$ cat src/rtl/pwm_multi_shadowed.sv
// Multi-channel PWM with one shared counter, edge or center alignment, and shadowed period/duty/mode.
// Staged values are applied together at a period boundary, or at once while disabled.
module pwm_multi_shadowed #(
  parameter int NUM_CH         = 3,
  parameter int CNT_W          = 11,
  parameter int DEFAULT_PERIOD = 1200
) (
  input  logic                    clk,
  input  logic                    rst,
  input  logic                    enable,
  input  logic                    load,
  input  logic [CNT_W-1:0]        period_in,
  input  logic [NUM_CH*CNT_W-1:0] duty_in,
  input  logic                    center_in,
  output logic                    load_pending,
  output logic                    period_start,
  output logic [NUM_CH-1:0]       pwm_out
);

  localparam logic [CNT_W-1:0] ONE   = CNT_W'(1);
  localparam logic [CNT_W-1:0] DEF_P = CNT_W'(DEFAULT_PERIOD);

  logic [CNT_W-1:0]        cnt_q, cnt_d;
  logic                    dn_q, dn_d;
  logic [CNT_W-1:0]        per_act_q, per_act_d;
  logic [NUM_CH*CNT_W-1:0] duty_act_q, duty_act_d;
  logic                    ctr_act_q, ctr_act_d;
  logic [CNT_W-1:0]        per_stg_q, per_stg_d;
  logic [NUM_CH*CNT_W-1:0] duty_stg_q, duty_stg_d;
  logic                    ctr_stg_q, ctr_stg_d;
  logic                    pend_q, pend_d;
  logic                    ps_q, ps_d;
  logic [NUM_CH-1:0]       pwm_q, pwm_d;

  logic [CNT_W-1:0] per_m1;
  logic             at_top;
  logic             boundary;
  logic             apply;

  // Active period is never 0 (clamped on capture), so P-1 cannot wrap.
  assign per_m1   = per_act_q - ONE;
  assign at_top   = (cnt_q == per_m1);
  assign boundary = enable && (ctr_act_q ? (dn_q && (cnt_q == '0)) : at_top);
  assign apply    = pend_q && (boundary || !enable);

  always_comb begin
    cnt_d      = cnt_q;
    dn_d       = dn_q;
    per_act_d  = per_act_q;
    duty_act_d = duty_act_q;
    ctr_act_d  = ctr_act_q;
    per_stg_d  = per_stg_q;
    duty_stg_d = duty_stg_q;
    ctr_stg_d  = ctr_stg_q;
    pend_d     = pend_q;
    pwm_d      = '0;

    if (!enable || boundary) begin
      cnt_d = '0;
      dn_d  = 1'b0;
    end else if (!ctr_act_q) begin
      cnt_d = cnt_q + ONE;
    end else if (dn_q) begin
      cnt_d = cnt_q - ONE;
    end else if (at_top) begin
      // Top of the triangle is held for a second cycle while turning around.
      dn_d = 1'b1;
    end else begin
      cnt_d = cnt_q + ONE;
    end

    if (apply) begin
      per_act_d  = per_stg_q;
      duty_act_d = duty_stg_q;
      ctr_act_d  = ctr_stg_q;
      pend_d     = 1'b0;
    end

    // A load on a boundary cycle lands in staging after the old staging was consumed.
    if (load) begin
      per_stg_d  = (period_in == '0) ? ONE : period_in;
      duty_stg_d = duty_in;
      ctr_stg_d  = center_in;
      pend_d     = 1'b1;
    end

    ps_d = enable && (cnt_q == '0) && !dn_q;
    for (int i = 0; i < NUM_CH; i++) begin
      pwm_d[i] = enable && (cnt_q < duty_act_q[i*CNT_W +: CNT_W]);
    end
  end

  always_ff @(posedge clk) begin
    if (rst) begin
      cnt_q      <= '0;
      dn_q       <= 1'b0;
      per_act_q  <= DEF_P;
      duty_act_q <= '0;
      ctr_act_q  <= 1'b0;
      per_stg_q  <= '0;
      duty_stg_q <= '0;
      ctr_stg_q  <= 1'b0;
      pend_q     <= 1'b0;
      ps_q       <= 1'b0;
      pwm_q      <= '0;
    end else begin
      cnt_q      <= cnt_d;
      dn_q       <= dn_d;
      per_act_q  <= per_act_d;
      duty_act_q <= duty_act_d;
      ctr_act_q  <= ctr_act_d;
      per_stg_q  <= per_stg_d;
      duty_stg_q <= duty_stg_d;
      ctr_stg_q  <= ctr_stg_d;
      pend_q     <= pend_d;
      ps_q       <= ps_d;
      pwm_q      <= pwm_d;
    end
  end

  assign load_pending = pend_q;
  assign period_start = ps_q;
  assign pwm_out      = pwm_q;

endmodule

$ cat config.mk
export PLATFORM = sky130hd
export DESIGN_NAME = pwm_multi_shadowed
export DESIGN_NICKNAME = d
export VERILOG_FILES = /design/src/rtl/pwm_multi_shadowed.sv
export SDC_FILE = /design/constraint.sdc
export NUM_CORES = 1
export LEC_CHECK = 0
export CAP_MARGIN = 20
export CORE_ASPECT_RATIO = 0.9
export CORE_UTILIZATION = 62
export CTS_CLUSTER_SIZE = 8
export DETAILED_ROUTE_END_ITERATION = 8
export PLACE_DENSITY = 0.84
export SYNTH_ARGS = -nofsm -noshare
export SYNTH_HDL_FRONTEND = slang
export SYNTH_SLANG_ARGS = --single-unit
$ cat constraint.sdc
create_clock -name clk -period 7.6 [get_ports clk]
set_input_delay 1.14 -clock clk [delete_from_list [all_inputs] [get_ports clk]]
set_output_delay 1.14 -clock clk [all_outputs]
set_load 0.02 [all_outputs]
======== Word level (Yosys, flattened, before mapping) ========
Cells that the tools add are included.
word-level totals
  register bits ........................... 107
  logic and storage cells ................. 43
operators by class
  add/subtract/negate cells ............... 3
  magnitude comparators ................... 3
  equal/unequal tests ..................... 2
  multiplexer cells ....................... 9
  reductions and logical operators ........ 15
operator list
  operator                                                               count
  11-bit two-way mux                                                     4
  11-bit < comparator                                                    3
  11-bit logical NOT                                                     2
  11-bit by 1-bit subtractor with 11-bit output (second input constant)  2
  11-bit by 1-bit adder with 11-bit output (second input constant)       1
  11-bit equality test                                                   1
  1-bit logical AND                                                      8
  1-bit two-way mux                                                      5
  3-bit inequality test (second input constant)                          1
  1-bit logical NOT                                                      2
  2-bit nonzero test                                                     1
  2-bit OR reduction                                                     1
  1-bit logical OR                                                       1

======== Depth between registers and ports, before layout ========
  depth in word-level cells ............... 8
  mapped depth ............................ 11
  gate-level depth less buffers ........... 9

======== Least setup slack after synthesis ========
No wires, ideal clock.
  path type ............................... input-to-reg
  from .................................... input port load
  to ...................................... register duty_stg_q[0]
  library setup time ...................... 0.128 ns
  arrival ................................. 2.260 ns
  data required time ...................... 7.472 ns
  path slack .............................. 5.212 ns
  cell stages on the path ................. 4
  path buffers ............................ 2
  cell sequence ........................... clkbuf_1 buf_1 mux2i_1 nor2_1
RTL lines
  what                  RTL line  source
  start, declared       11        input logic load,
  end signal, assigned  113       duty_stg_q <= duty_stg_d;
  end, declared         29        logic [NUM_CH*CNT_W-1:0] duty_stg_q, duty_stg_d;

======== Worst setup path in the final report ========
  from .................................... register per_act_q[0]
  to ...................................... register cnt_q[3]
between the ends
  longest elaborated chain between the ends .. 6
ends and longest elaborated chain
  what                                             RTL line  source
  start, declared                                  25        logic [CNT_W-1:0] per_act_q, per_act_d;
  start signal, assigned                           109       per_act_q <= per_act_d;
  11-bit by 1-bit subtractor with 11-bit output *  41        assign per_m1 = per_act_q - ONE;
  11-bit equality test *                           42        assign at_top = (cnt_q == per_m1);
  1-bit two-way mux                                43        assign boundary = enable && (ctr_act_q ? (dn_q && (cnt_q == '0)) : at_top);
  1-bit logical AND                                43
  1-bit logical OR                                 58        if (!enable || boundary) begin
  2-bit OR reduction (no source line)              --
  end signal, assigned                             107       cnt_q <= cnt_d;
  end, declared                                    23        logic [CNT_W-1:0] cnt_q, cnt_d;
Mark *: on every way between the ends. The rest lies on a longest branch, timed or not.
A chain may end at the register's enable or synchronous reset.

==> impl_metrics.py <==
metrics = {
    "power_and_ir_drop": {
        "p_int_mw": 0.7777,
        "power_frac_seq_pct": 56.8,
        "p_clk_share_pct": 31.3,
        "switching_power_mw": 0.2765,
        "p_leak_nw": 2.846,
        "powerDensity_nw_per_um2": 164.1,
        "switching_share_pct": 26.23,
        "ir_drop_mv": 0.09691,
        "combPwrFrac_pct": 11.9,
    },
    "global_routing": {
        "grt_pass1_wl_um": 19690,
        "grt_max_degree": 136,
        "first_global_vias": 4216,
        "grt_antenna_before_repair": 0,
        "grt-ovfl-total": 0,
        "track_usage_pct": 26.21,
    },
    "routing": {
        "drt_iter0_drc": 156,
        "antenna_left": 0,
        "wl_um": 11670,
        "vias": 4353,
        "wl_per_cell_um": 14.94,
        "drc_errors": 0,
        "via_per_inst": 5.574,
        "first_pass_iters": 4,
    },
    "cells_and_area": {
        "nets": 741,
        "syn2layout_area_growth_pct": 12.20,
        "antenna_cells": 0,
        "post-route-util_pct": 73.24,
        "n_fill_cell": 647,
        "drive_above_1_share_pct": 4.230,
    },
    "clock_network": {
        "postCtsHoldBufs": 0,
        "postCtsSetupRepairBufs": 0,
        "clk-insertion-delay-late_ps": 370,
        "numCtsBuffers": 9,
        "clock_path_buffers": 2,
        "cts.repair.resized": 0,
        "root_buffer": "clkbuf_8",
        "cts_tree": "done",
        "htreeDepth": 3,
        "cts.reportedPaths.clkPinSlew_ps": 100,
        "clock-sinks": 107,
    },
    "setup_path": {
        "r2r_start": "per_act_q[0]",
        "crit_chain": "inv_1 -> ha_1 -> nor3b_2 -> xnor2_1 -> a32oi_1 -> a22oi_2 -> nand4_1 -> mux2i_1 -> nor2_1",
        "path_buf_inv": 1,
        "start_kind": "flip-flop",
        "crit_path_max_fanout": 10,
        "crit_type": "flip-flop to flip-flop",
        "crit_required_ps": 7870,
        "cp.arrival_ps": 3280,
        "cp-end-kind": "flip-flop",
        "rrSetupSlack_ps": 4590,
        "critPathTopFamily": "simple AND/OR/NAND/NOR gates",
        "slowest_stage": "nand4_1",
        "critPathMaxStageDelay_ps": 660,
        "reg2reg_depth": 9,
        "r2r_end": "cnt_q[3]",
    },
    "synthesis": {
        "syn_area_um2": 5724,
        "synth_flop_cell": "dfxtp_1",
        "syn_area_per_cell_um2": 9.115,
        "syn_nets": 711,
        "async_flop_share_pct": 0,
        "seq_area_frac_synth_pct": 37.42,
        "synth-edff-count": 0,
        "synth_cells": 628,
        "synth_common_cells": "dfxtp_1 (107), mux2i_1 (97), nand2b_1 (87)",
        "synth.area.top_cells": "dfxtp_1 (37%), mux2i_1 (17%), nand2b_1 (9.5%)",
        "ys_seq_elements": 107,
        "yosys_warnings": 0,
        "synth_top_area_share_pct": 37.42,
        "synth.largest_area_cell": "dfxtp_1",
        "yosysMostFrequentCell": "dfxtp_1",
        "yosys.cell_types.count": 53,
    },
    "timing": {
        "fin_crit_sh_pct": 39.65,
        "worst_pin_slew_ps": 1023,
        "finalHoldViolations": 0,
        "slew_violations": 0,
        "setup_viol": 0,
        "min_period_ps": 3013,
        "hold_slack_ps": 473.4,
        "fin_ws_ps": 4587,
        "timing.fmax_mhz": 331.8,
        "fin_setup_tns_ps": 0,
        "fin_skew_ps": 15.01,
        "relSlewSlack_pct": 31.79,
        "rsz0062_at_grt": "no",
    },
    "placement": {
        "io_buffer_count": 53,
        "dp_hpwl_um": 8265,
        "gp_congestion": 0.8406,
        "pre_cts_ws_ps": 4545,
    },
    "run_status": {
        "outcome": "finished clean",
    },
    "floorplan": {
        "start_util_pct": 65.28,
        "die_area_um2": 9622,
        "fp.coreArea_um2": 8768,
        "io_pins": 54,
        "die_x_um": 103.3,
        "chipHeight_um": 93.16,
        "rows": 32,
    },
    "worst_hold_path": {
        "holdPathEnd": "duty_act_q[17]",
        "hold_depth": 2,
        "hp-start": "duty_stg_q[17]",
        "hold_class": "flip-flop to flip-flop",
    },
    "run": {
        "max_cap_violations": 0,
    },
}
-- worst max-delay path by stage --
stage | start | end | depth (start not counted)
floorplan | load | duty_stg_q[0] | 4
global placement | enable | cnt_q[1] | 6
detailed placement | enable | cnt_q[1] | 6
CTS | per_act_q[0] | duty_act_q[24] | 10
global route | per_act_q[0] | cnt_q[7] | 9
finish | per_act_q[0] | cnt_q[3] | 9
-- through the flow --
stage | power, mW | instances | area, um2
2_1_floorplan | 0.6914 | 628 | 5724
3_3_place_gp | 0.7311 | 766 | 6240
3_5_place_dp | 0.7375 | 766 | 6240
4_1_cts | 1.065 | 781 | 6422
5_1_grt | 1.102 | 781 | 6422
6_report | 1.054 | 781 | 6422
-- state kept, by name, indices dropped and copies added (netlist names) --
name / cells
duty_act_q: 33
duty_stg_q: 33
cnt_q: 11
per_act_q: 11
per_stg_q: 11
pwm_out: 3
ctr_act_q: 1
ctr_stg_q: 1
dn_q: 1
load_pending: 1
period_start: 1
-- layout by cell type, fill, tap and decap left out, types with 2 or more instances in the layout --
| master | count |
|---|---|
| o22ai_1 | 3 |
| a21o_1 | 16 |
| a31oi_1 | 3 |
| clkbuf_8 | 9 |
| dfxtp_1 | 107 |
| and3_1 | 2 |
| ha_1 | 34 |
| a2111oi_0 | 3 |
| o31ai_1 | 2 |
| o2111ai_1 | 4 |
| or3_1 | 4 |
| o21ai_0 | 3 |
| nor2_1 | 78 |
| nand2_1 | 22 |
| mux2i_1 | 97 |
| and4_1 | 2 |
| inv_1 | 42 |
| o21ai_1 | 2 |
| nand4_1 | 7 |
| o31a_1 | 3 |
| nand2b_1 | 87 |
| inv_6 | 3 |
| clkdlybuf4s50_1 | 51 |
| xor2_1 | 4 |
| buf_2 | 2 |
| nor4_1 | 6 |
| xnor2_1 | 13 |
| a21oi_1 | 7 |
| o211ai_1 | 10 |
| buf_4 | 3 |
| nor3_1 | 3 |
| nand3_1 | 4 |
-- routing by layer --
layer	vias up	track usage, %	part of all wire (%)
met2	91	43.83	49
li1	2189	-	-
met3	20	5.232	4.9
met5	-	0	0
met1	2053	34.13	44
met4	0	7.394	2.0
-- cell families after synthesis --
family / count (synthesis) / synth area share [%]
compound gates: 68 / 8.787
xor+xnor: 17 / 2.601
fa+ha+maj: 34 / 7.432
buf+inv: 79 / 5.858
flops: 107 / 37.42
mux: 97 / 16.96
simple gates: 226 / 20.94
-- power by group through the flow --
| stage | Combinational (mW) | Clock [mW] | Sequential [mW] |
|---|---|---|---|
| after floorplan | 0.0844 | 0 | 0.607 |
| after global placement | 0.121 | 0 | 0.610 |
| after detailed placement | 0.126 | 0 | 0.612 |
| after CTS | 0.126 | 0.340 | 0.599 |
| after global routing | 0.138 | 0.362 | 0.602 |
| final | 0.125 | 0.330 | 0.599 |
-- final cells by class --
type | instances | area, um2 | share of cell area [%]
Tap cell | 119 | 148.9 | 2.318
Sequential cell | 107 | 2142 | 33.35
Clock inverter | 6 | 58.81 | 0.9156
Clock buffer | 9 | 123.9 | 1.929
Inverter | 42 | 157.7 | 2.455
Multi-Input combinational cell | 442 | 3248 | 50.57
Timing Repair Buffer | 56 | 543.0 | 8.455
-- worst register-to-register path, stage by stage, from the launching register on --
cell and delay [ps]:
dfxtp_1 400, inv_1 90, ha_1 240, nor3b_2 450, xnor2_1 200, a32oi_1 150
a22oi_2 270, nand4_1 660, mux2i_1 400, nor2_1 70
(Power assumes the default switching activity.)
